==> config.mk <==
export PLATFORM = sky130hd
export DESIGN_NAME = store_write_buffer
export DESIGN_NICKNAME = d
export VERILOG_FILES = /design/src/rtl/store_pkg.sv /design/src/rtl/store_fmt.sv /design/src/rtl/store_write_buffer.sv
export SDC_FILE = /design/constraint.sdc
export NUM_CORES = 1
export LEC_CHECK = 0
export ABC_AREA = 0
export CAP_MARGIN = 15
export CORE_ASPECT_RATIO = 2
export CORE_MARGIN = 2
export CORE_UTILIZATION = 50
export DETAILED_ROUTE_END_ITERATION = 10
export PLACE_DENSITY = 0.75
export SETUP_SLACK_MARGIN = 0.02
export SYNTH_ARGS = -nofsm -noshare
export SYNTH_HDL_FRONTEND = slang
export SYNTH_SLANG_ARGS = --single-unit
==> constraint.sdc <==
create_clock -name clk -period 3.2 [get_ports clk]
set_input_delay 0.8 -clock clk [delete_from_list [all_inputs] [get_ports clk]]
set_output_delay 0.8 -clock clk [all_outputs]
set_load 0.005 [all_outputs]
==> src/rtl/store_pkg.sv <==
// store_pkg: shared store-select encodings and FIFO entry payload for store_write_buffer.
`default_nettype none

package store_pkg;

  localparam logic [1:0] SSEL_W   = 2'b00;
  localparam logic [1:0] SSEL_B   = 2'b01;
  localparam logic [1:0] SSEL_H   = 2'b10;
  localparam logic [1:0] SSEL_ILL = 2'b11;

  // Word address lives in its own array beside this payload since its width is a parameter.
  typedef struct packed {
    logic [31:0] data;
    logic [3:0]  be;
  } store_entry_t;

endpackage

`default_nettype wire

==> src/rtl/store_fmt.sv <==
// store_fmt: turns a sw/sh/sb request into byte enables, lane-replicated data and a reject flag.
// STORE_ALIGN_CHK_EN adds misalignment rejection for sh/sw.
`default_nettype none

module store_fmt
  import store_pkg::*;
(
  input  logic [1:0]  ssel,
  input  logic [1:0]  addr_lo,
  input  logic [31:0] data,
  output logic [3:0]  be,
  output logic [31:0] wdata,
  output logic        reject
);

  always_comb begin
    be     = 4'b0000;
    wdata  = data;
    reject = 1'b0;
    case (ssel)
      SSEL_W: begin
        be    = 4'b1111;
        wdata = data;
`ifdef STORE_ALIGN_CHK_EN
        reject = (addr_lo != 2'b00);
`endif
      end
      SSEL_H: begin
        be    = addr_lo[1] ? 4'b1100 : 4'b0011;
        wdata = {2{data[15:0]}};
`ifdef STORE_ALIGN_CHK_EN
        reject = addr_lo[0];
`endif
      end
      SSEL_B: begin
        be    = 4'b0001 << addr_lo;
        wdata = {4{data[7:0]}};
      end
      SSEL_ILL: begin
        reject = 1'b1;
      end
    endcase
  end

endmodule

`default_nettype wire

==> src/rtl/store_write_buffer.sv <==
// store_write_buffer: queues formatted stores and drains them in order over a valid/ready port.
// Optional STORE_ALIGN_CHK_EN drops misaligned/illegal stores and pulses st_exc.
`default_nettype none

module store_write_buffer
  import store_pkg::*;
#(
  parameter int DEPTH = 4,
  parameter int AW    = 32
) (
  input  logic          clk,
  input  logic          reset,
  input  logic          st_valid,
  output logic          st_ready,
  input  logic [1:0]    SSel_M,
  input  logic [AW-1:0] st_addr,
  input  logic [31:0]   st_data,
  output logic          mem_wvalid,
  input  logic          mem_wready,
  output logic [AW-1:0] mem_addr,
  output logic [31:0]   mem_wdata,
  output logic [3:0]    mem_be,
  input  logic [AW-1:0] ld_addr,
  output logic          ld_hit,
  output logic          st_exc,
  output logic          buf_empty
);

  localparam int PW = $clog2(DEPTH);
  localparam int CW = PW + 1;

  logic [PW-1:0] wr_ptr, rd_ptr, head;
  logic [CW-1:0] count;
  logic [AW-3:0] addr_mem [DEPTH];
  store_entry_t  ent_mem  [DEPTH];

  logic [3:0]  fmt_be;
  logic [31:0] fmt_wdata;
  logic        fmt_reject;
  logic        accept, push, pop;

  store_fmt u_fmt (
    .ssel    (SSel_M),
    .addr_lo (st_addr[1:0]),
    .data    (st_data),
    .be      (fmt_be),
    .wdata   (fmt_wdata),
    .reject  (fmt_reject)
  );

  assign st_ready   = (count != CW'(DEPTH));
  assign mem_wvalid = (count != '0);
  assign buf_empty  = (count == '0);
  assign accept     = st_valid && st_ready;
  assign push       = accept && !fmt_reject;
  assign pop        = mem_wvalid && mem_wready;

  always_ff @(posedge clk or posedge reset) begin
    if (reset) begin
      wr_ptr <= '0;
      rd_ptr <= '0;
      count  <= '0;
    end else begin
      if (push) wr_ptr <= wr_ptr + PW'(1);
      if (pop)  rd_ptr <= rd_ptr + PW'(1);
      case ({push, pop})
        2'b10:   count <= count + CW'(1);
        2'b01:   count <= count - CW'(1);
        default: count <= count;
      endcase
    end
  end

  always_ff @(posedge clk) begin
    if (push) begin
      addr_mem[wr_ptr] <= st_addr[AW-1:2];
      ent_mem[wr_ptr]  <= '{data: fmt_wdata, be: fmt_be};
    end
  end

  // When empty, point at the slot just drained so the port holds the last head.
  assign head      = buf_empty ? (rd_ptr - PW'(1)) : rd_ptr;
  assign mem_addr  = {addr_mem[head], 2'b00};
  assign mem_wdata = ent_mem[head].data;
  assign mem_be    = ent_mem[head].be;

  always_comb begin : ld_match
    logic [PW-1:0] off;
    ld_hit = 1'b0;
    off    = '0;
    for (int i = 0; i < DEPTH; i++) begin
      off = PW'(i) - rd_ptr;
      if (({1'b0, off} < count) && (addr_mem[i] == ld_addr[AW-1:2])) ld_hit = 1'b1;
    end
  end

  logic unused_ld_lo;
  assign unused_ld_lo = ^ld_addr[1:0];

`ifdef STORE_ALIGN_CHK_EN
  logic exc_q;
  always_ff @(posedge clk or posedge reset) begin
    if (reset) exc_q <= 1'b0;
    else       exc_q <= accept && fmt_reject;
  end
  assign st_exc = exc_q;
`else
  assign st_exc = 1'b0;
`endif

endmodule

`default_nettype wire

==> impl_metrics.ini, run 1 <==
[final_layout]
fin_nets = 1070
instances_no_fill = 1261
area_growth_pct = 35.2
final_core_util_pct = 68.2
drive_above_1_share_pct = 36.5

[die]
fp.dieArea_sq_um = 25300
die_w_um = 113
row_count = 80
ios = 175
core-area_sq_um = 23700
initial_core_util_pct = 50.5
die_y_um = 223

[placed_design]
routabilityCongestion = 0.970
numPortBuffers = 169
dp.cells = 1168
dpl.hpwl_mm = 22.6

[clock_tree]
numCtsBuffers = 24
cts_tree = done
cts.path.max_buffers = 3
htree_levels = 1
root_buffer = clkbuf_16
insertion_delay_ps = 540
clock_sinks = 271
clk_pin_slew_ps = 70

[yosys]
synth_top_area_cell = edfxtp_1
yosys-top-cells-count = 264 x edfxtp_1, 107 x xor2_1, 66 x mux4_2
avgSynthCellArea_sq_um = 18.2
synth_seq_cells = 271
yosysWarnings = 0
synth-edff-count = 264
yosysSeqAreaShare_pct = 67.7
yosys.area.top_type_share_pct = 66.2
ys.flop_type = edfxtp_1
synthMostInstantiatedCell = edfxtp_1
async_flop_share_pct = 2.58
ys_types = 38
syn_inst = 658
synthesis.area_sq_um = 12000
ys_top_cells_by_area = edfxtp_1 66%, mux4_2 12%, xor2_1 7.8%, xnor2_1 1.5%, dfrtp_1 1.5%

[route]
drt-vias-per-instance = 5.71
route.detailed.drc = 0
vias = 7203
ant_nets = 0
drt_iter0_drc = 396
wire_per_inst_um = 26.4
wl_mm = 33.3
first_pass_iters = 5

[hold_path]
hold_class = input port to asynchronous set/reset pin

[worst_setup_path]
cp.required_ps = 2400
critPathMaxFanout = 3
crit_arrival_ps = 2540
critPathCaptureType = primary output
crit_path_start_kind = input port
path_class = input port to primary output

[power_and_ir_drop]
vdd_drop_max_v = 0.000666
p_per_area_nw_per_um2 = 933
p_leak_nw = 5.82

[sta]
setup_ws_ps = -141
worst_slew_pin_slew_ps = 593
rsz0062_at_grt = true
slew_viol_final = 0
setup_violations = 47
skew_ps = 17.1
clock.fmax_ghz = 0.299
fin_crit_ps = 3340
relSlewSlack_pct = 60.5
hold_violations = 0
timing.final.crit_share_pct = 104

[flow_run]
cap_viol_max_count = 0

[global_route]
grt_pass1_wl_mm = 48.5
antenna_found_initial = 2
gr-total-overflow = 0
grt_max_degree = 50
grt_pass1_vias = 7873
track_usage_pct = 26.6

[outcome]
violations = setup timing
status = finished with violations
layer usage:
layer / GRT usage [%] / up-vias / routed length (um)
met4: 14.3 / 0 / 1990
met3: 3.50 / 88 / 1560
li1: - / 3159 / -
met5: 0 / - / 0
met1: 26.9 / 3661 / 10300
met2: 51.2 / 295 / 19400
timing repair:
action | CTS | global route
buffers inserted | 37 | 3
setup endpoints to repair | 67 | 67
pin swaps | 20 | 14
hold buffers | 0 | 0
cloned | 11 | 1
resized for setup | 395 | 26
worst max-delay path, stage by stage:
cell and delay (ps):
dlygate4sd2_1 270, xor2_1 170, nor4_1 280, buf_4 160, nand4_1 150, a2111oi_4 340, or4_1 170, clkdlybuf4s15_2 200
power by group:
part           switching, mW  internal, mW  total [mW]
Clock                   1.28          1.40        2.68
Combinational           3.35          4.28        7.64
Sequential             0.240          4.55        4.79
Total                   4.87          10.2        15.1
final timing paths:
kind                       slack (ps)        start   endpoint  cells past startpoint
setup / recovery                 -140  ld_addr[13]     ld_hit                      8
hold reg to reg                   610     count[0]   count[0]                      2
setup reg to reg                  710     count[1]   count[2]                     12
hold / removal                    520        reset  rd_ptr[0]                      2
max in group asynchronous        2440        reset  wr_ptr[0]                      2
min in group clk                  610     count[0]   count[0]                      2
layout make-up:
class                           instances  area (sq um)
Antenna cell                            2          5.00
Clock buffer                           30           623
Clock inverter                         14           103
Fill cell                            1607          7540
Inverter                               24          92.6
Multi-Input combinational cell        338          3970
Sequential cell                       271          8100
Tap cell                              287           359
Timing Repair Buffer                  295          2940
cells in the final DEF (no fill, tap or decap), types with 8 or more instances in the layout:
cell and count:
xor2_1 82, clkdlybuf4s50_1 72, dlygate4sd2_1 21, xor2_2 25, xnor2_1 20, buf_2 47, o22ai_1 8, buf_16 11
buf_6 30, edfxtp_1 264, a21oi_1 17, clkbuf_16 25, nor4_1 11, inv_1 20, buf_12 18, nand4_1 8
buf_4 75, mux4_2 66, ha_1 11, nor2_1 14, nand2_1 11, a22oi_1 8, a22o_1 8, nor4_2 10
sequential cells by signal, indices dropped and copies added (netlist names):
register	count
addr_mem	120
rd_ptr	2
wr_ptr	2
count	3
ent_mem	144
kinds of logic after synthesis:
group	Yosys count	synth area share, %
other	1	0.0313
AND/OR/NAND/NOR	77	3.50
AO/OA/AOI/OAI	48	2.66
XOR/XNOR	129	9.59
adder cells (fa/ha/maj)	14	1.53
flip-flops	271	67.7
buffers and inverters	51	2.53
multiplexers	67	12.5
through the flow:
| step | power [mW] | setup TNS [ps] | setup slack, ps | hold WS (ps) | instance area, sq um |
|---|---|---|---|---|---|
| finish | 15.1 | -3160 | -141 | 521 | 16200 |
| global route | 15.7 | -7290 | -192 | 526 | 16200 |
| CTS | 15.1 | -3870 | -128 | 510 | 16100 |
| detailed placement | 11.0 | -1130 | -1110 | 536 | 14600 |
| global placement | 10.8 | -1040 | -1040 | 507 | 14600 |
| floorplan | 7.99 | 0 | 447 | 486 | 12000 |
(Power assumes the default switching activity.)
==> run 2: changes to the inputs <==
GPL_TIMING_DRIVEN = 0   (was unset)
clock period = 4.2 ns   (was 3.2 ns; I/O delays follow)
==> run 2 against run 1 <==
Effect of this change:
- the run now ends clean
- flip-flop and latch count is the same
- routed wire length shrank 8.7%
- utilization shrank 4.8 points
- clock power shrank 20%
- setup slack gained 320 ps
- critical path depth is the same
- critical path type is now register to primary output
- largest power group unchanged
- highest routed layer unchanged
==> impl_metrics.ini, run 2 (synthesized netlist as in run 1, its figures left out) <==
[worst_setup_path]
cpMaxStageDelayCell = clkdlybuf4s50_1
critPathCaptureType = primary output
critPathMaxFanout = 10
cpPeakStageDelay_ps = 480
path_class = register to primary output
crit_path_start_kind = register
rrSetupSlack_ps = 1930
cp.required_ps = 3150
crit_chain = inv_2 -> nand3_4 -> nor2_1 -> xnor2_1 -> buf_4 -> clkbuf_4 -> mux4_2 -> clkdlybuf4s50_1
crit_arrival_ps = 2970
crit_family = buffers and inverters
critPathBufInv = 4

[hold_path]
hold_class = register to register

[final_layout]
area_growth_pct = 25.6
fin_nets = 975
drive_above_1_share_pct = 19.9
top_regs = ent_mem x144, addr_mem x120, count x3
largest_reg_flops = 144
final_cell_mix = 264 x edfxtp_1, 138 x clkdlybuf4s50_1, 101 x xor2_1, 66 x mux4_2, 25 x clkbuf_16
fill_cells = 1701
final_common_cell = edfxtp_1
max_flop_register = ent_mem

[sta]
clock.fmax_ghz = 0.249
hold_violations = 0
fin_crit_ps = 4020
slew_viol_final = 0
whs_ps = 546
worst_slew_pin_slew_ps = 746
fin_tns_setup_ps = 0
timing.final.crit_share_pct = 95.7
relSlewSlack_pct = 50.3
setup_violations = 0
rsz0062_at_grt = false
skew_ps = 10.5

[global_route]
grt_pass1_vias = 7595
busiest_layer = met2
grtUsageMet1_pct = 24.9
met3_usage_pct = 3.10
grt_pass1_wl_mm = 45.1
gr-total-overflow = 0
use_met2_pct = 46.2
track_usage_pct = 24.4
antenna_found_initial = 2
grt_max_degree = 59

[route]
drt_iter0_drc = 372
wire_per_inst_um = 26.1
first_pass_iters = 4
ant_nets = 0
wl_mm = 30.4
vias = 6707
drt-vias-per-instance = 5.76
route.detailed.drc = 0

[power_and_ir_drop]
p_leak_nw = 5.16
vdd_drop_max_v = 0.000612
switching_share_pct = 30.6
p_per_area_nw_per_um2 = 696
p_total_mw = 10.5
clkPwrFrac_pct = 20.6
p_seq_share_pct = 34.8
combPwrFrac_pct = 44.6
p_sw_mw = 3.20
intPower_mw = 7.27

[die]
fp.dieArea_sq_um = 25300
ios = 175
row_count = 80
die_y_um = 223
die_w_um = 113
initial_core_util_pct = 50.5
core-area_sq_um = 23700

[clock_tree]
post_cts_buffers = 0
clk_pin_slew_ps = 70
root_buffer = clkbuf_16
cts.path.max_buffers = 3
clock_sinks = 271
numCtsBuffers = 24
htree_levels = 1
insertion_delay_ps = 520
ctsHoldBuffers = 0
cts_tree = done

[placed_design]
routabilityCongestion = 0.913
numPortBuffers = 169
dpl.hpwl_mm = 22.4

[flow_run]
cap_viol_max_count = 0

[outcome]
status = completed
run 2: changes by cell type in the layout (fill, tap and decap cells not counted), sizes merged:
cell           change
buf              -165
bufinv             +2
clkbuf            +24
clkdlybuf4s15     -12
clkdlybuf4s50     +66
clkinv             +1
clkinvlp           -4
dlygate4sd2       -12
dlymetal6s2s       +3
run 2: per-stage QoR:
| stage | setup slack, ps | cells | util [%] | cell area [sq um] |
|---|---|---|---|---|
| CTS | -33.9 | 1162 | 63.4 | 15000 |
| detailed placement | -539 | 1120 | 59.7 | 14200 |
| finish | 182 | 1164 | 63.4 | 15000 |
| global route | 37.2 | 1164 | 63.4 | 15000 |
| floorplan | 481 | 660 | - | 12000 |
| global placement | -1430 | 1116 | 59.2 | 14000 |
run 2: repair_timing:
action,CTS,global route
pin swaps,13,13
resized for setup,54,51
setup endpoints to repair,26,14
run 2: per-layer routing:
metal,part of all wire [%],vias up
met2,57,257
li1,-,2970
met4,6.0,0
met3,5.1,73
met5,0,-
met1,32,3407
run 2: worst paths after layout:
check                          from            to  cells past startpoint
min reg2reg                count[0]      count[0]                      1
max in group asynchronous     reset     wr_ptr[0]                      2
max                        count[2]  mem_wdata[0]                      8
max reg2reg                count[1]      count[2]                     11
min in group asynchronous     reset      count[0]                      2
min                        count[0]      count[0]                      1
run 2: area by class of cell:
type	count	area (sq um)	share of cell area [%]
timing repair buffer	173	1700	11.3
sequential	271	8100	53.9
buffer	27	221	1.47
inverter	24	92.6	0.616
clock inverter	13	126	0.840
clock buffer	29	641	4.26
multi-input combinational	338	3780	25.2
tap	287	359	2.39
antenna	2	5.00	0.0333
run 2: worst reg2reg max path, cell delays in order, from the launching register on:
cell	delay (ps)
dfrtp_1	370
inv_2	170
nand3_1	130
and3b_1	190
clkbuf_1	190
inv_1	110
ha_1	190
inv_1	60
fa_1	380
xor2_1	160
nor2_1	120
xnor2_1	120
run 2: power by group through the flow:
stage / registers (mW) / logic (mW) / clock network, mW
finish: 3.64 / 4.67 / 2.15
global route: 3.68 / 4.93 / 2.27
CTS: 3.64 / 4.72 / 2.20
detailed placement: 3.70 / 4.66 / 0
global placement: 3.71 / 4.56 / 0
floorplan: 3.66 / 2.44 / 0
==> run 3: changes to the inputs <==
PLACE_DENSITY = 0.84   (was 0.75)
==> run 3 against run 2 <==
Effect of this change:
- die area unchanged
- register-to-register slack worse by 50 ps
- clock power down 9.3%
- design area fell by 0.68%
- critical path depth down 1
- sequential power about the same
- highest routed layer unchanged
==> impl_metrics.ini, run 3 (synthesized netlist as in run 1, its figures left out) <==
[final_layout]
instances_no_fill = 1161
max_flop_register = ent_mem
multi_input_area_sq_um = 3790
fin_nets = 973
final_cell_mix = 264 x edfxtp_1, 139 x clkdlybuf4s50_1, 103 x xor2_1, 66 x mux4_2, 23 x clkbuf_16
regArea_sq_um = 8100
area_growth_pct = 24.7
final_common_cell = edfxtp_1
drive_above_1_share_pct = 19.7
largest_reg_flops = 144
fill_cells = 1683
top_regs = ent_mem x144, addr_mem x120, count x3

[route]
wire_per_inst_um = 25.5
vias = 6729
route.detailed.drc = 0
wl_mm = 29.6
drt-vias-per-instance = 5.80
ant_nets = 0
first_pass_iters = 7
drt_iter0_drc = 343

[clock_tree]
cts.path.max_buffers = 3
clock_sinks = 271
cts_tree = done
clk_pin_slew_ps = 70
root_buffer = clkbuf_16
htree_levels = 1
insertion_delay_ps = 520
numCtsBuffers = 22

[power_and_ir_drop]
p_leak_nw = 5.09
clkPwrFrac_pct = 19.1
p_sw_mw = 3.12
vdd_drop_max_v = 0.000520
combPwrFrac_pct = 45.4
intPower_mw = 7.11
p_seq_share_pct = 35.5
p_per_area_nw_per_um2 = 685
switching_share_pct = 30.5

[global_route]
grt_max_degree = 36
grt_pass1_vias = 7286
gr-total-overflow = 0
track_usage_pct = 23.6
antenna_found_initial = 3
grt_pass1_wl_mm = 43.3

[sta]
rsz0062_at_grt = false
worst_slew_pin_slew_ps = 674
fin_crit_ps = 4120
timing.final.crit_share_pct = 98.1
clock.fmax_ghz = 0.243
skew_ps = 11.3
setup_ws_ps = 78.7
relSlewSlack_pct = 55.1
fin_tns_setup_ps = 0
hold_violations = 0
slew_viol_final = 0
whs_ps = 525
setup_violations = 0

[die]
fp.dieArea_sq_um = 25300
row_count = 80
core-area_sq_um = 23700
ios = 175
die_y_um = 223
die_w_um = 113
initial_core_util_pct = 50.5

[worst_setup_path]
critPathMaxFanout = 4
crit_chain = clkbuf_2 -> xor2_2 -> nor4_2 -> nand4_1 -> a2111oi_2 -> or4_4 -> clkdlybuf4s50_1
reg2reg_depth = 6
cp-startpoint = ld_addr[11]
crit_arrival_ps = 3070
cpMaxStageDelayCell = clkdlybuf4s50_1
path_class = input port to primary output
crit_path_end = ld_hit
rrSetupSlack_ps = 1880
r2r-end = ent_mem[3][20]
cpPeakStageDelay_ps = 490
reg2reg_from = count[0]
cp.required_ps = 3150
crit_path_start_kind = input port
critPathCaptureType = primary output

[placed_design]
routabilityCongestion = 0.960
dp.cells = 1120
dpl.hpwl_mm = 22.0
numPortBuffers = 169
pre_cts_ws_ps = -544

[flow_run]
cap_viol_max_count = 0

[hold_path]
hold_class = register to register

[outcome]
status = completed
run 3: timing repair:
item / 4_1_cts / 5_1_grt
buffers inserted: 0 / 0
hold endpoints to repair: 0 / 0
hold buffers: 0 / 0
resized for setup: 82 / 33
pin swaps: 16 / 15
endpoints found under the setup margin: 24 / 42
run 3: worst max-delay path, delay by kind of cell:
family,cells,cell delay [ps]
compound gates,1,380
xor+xnor,1,190
buf+inv,2,640
simple gates,3,810
run 3: cell type report:
| cell class | instances | share of cell area (%) |
|---|---|---|
| flip-flops and latches | 271 | 54.3 |
| multi-input cells | 338 | 25.4 |
| repair buffers | 173 | 11.3 |
| clock buffers | 30 | 4.03 |
| well taps | 287 | 2.40 |
| plain buffers | 27 | 1.49 |
| inverters | 24 | 0.620 |
| clock inverters | 8 | 0.452 |
| diodes | 3 | 0.0503 |
run 3: layer usage:
metal  vias up  share of wire (%)  GRT usage [%]
li1       2968                  -              -
met4         0                6.5           14.0
met2       298                 57           45.2
met3        73                5.3           3.45
met1      3390                 31           23.3
met5         -                  0              0
run 3: how the worst min path moves through the flow:
stage               slack (ps)  endpoint  startpoint  cells after the start
floorplan                  490  count[0]    count[0]                      1
global placement           500  count[0]    count[0]                      1
detailed placement         520  count[0]    count[0]                      1
CTS                        530  count[0]    count[0]                      1
global route               550  count[0]    count[0]                      1
finish                     530  count[0]    count[0]                      1
run 3: power groups by stage:
stage / clock network, mW / logic, mW / registers, mW
3_5_place_dp: 0 / 4.63 / 3.69
6_report: 1.95 / 4.64 / 3.64
3_3_place_gp: 0 / 4.54 / 3.71
5_1_grt: 2.08 / 4.90 / 3.67
2_1_floorplan: 0 / 2.44 / 3.66
4_1_cts: 1.99 / 4.70 / 3.64
run 3: per-stage QoR:
| step | total power [mW] | area (sq um) | util [%] |
|---|---|---|---|
| 6_report | 10.2 | 14900 | 62.9 |
| 5_1_grt | 10.7 | 14900 | 62.9 |
| 4_1_cts | 10.3 | 14900 | 62.9 |
| 3_5_place_dp | 8.32 | 14100 | 59.5 |
| 3_3_place_gp | 8.26 | 14000 | 59.2 |
| 2_1_floorplan | 6.10 | 12000 | - |
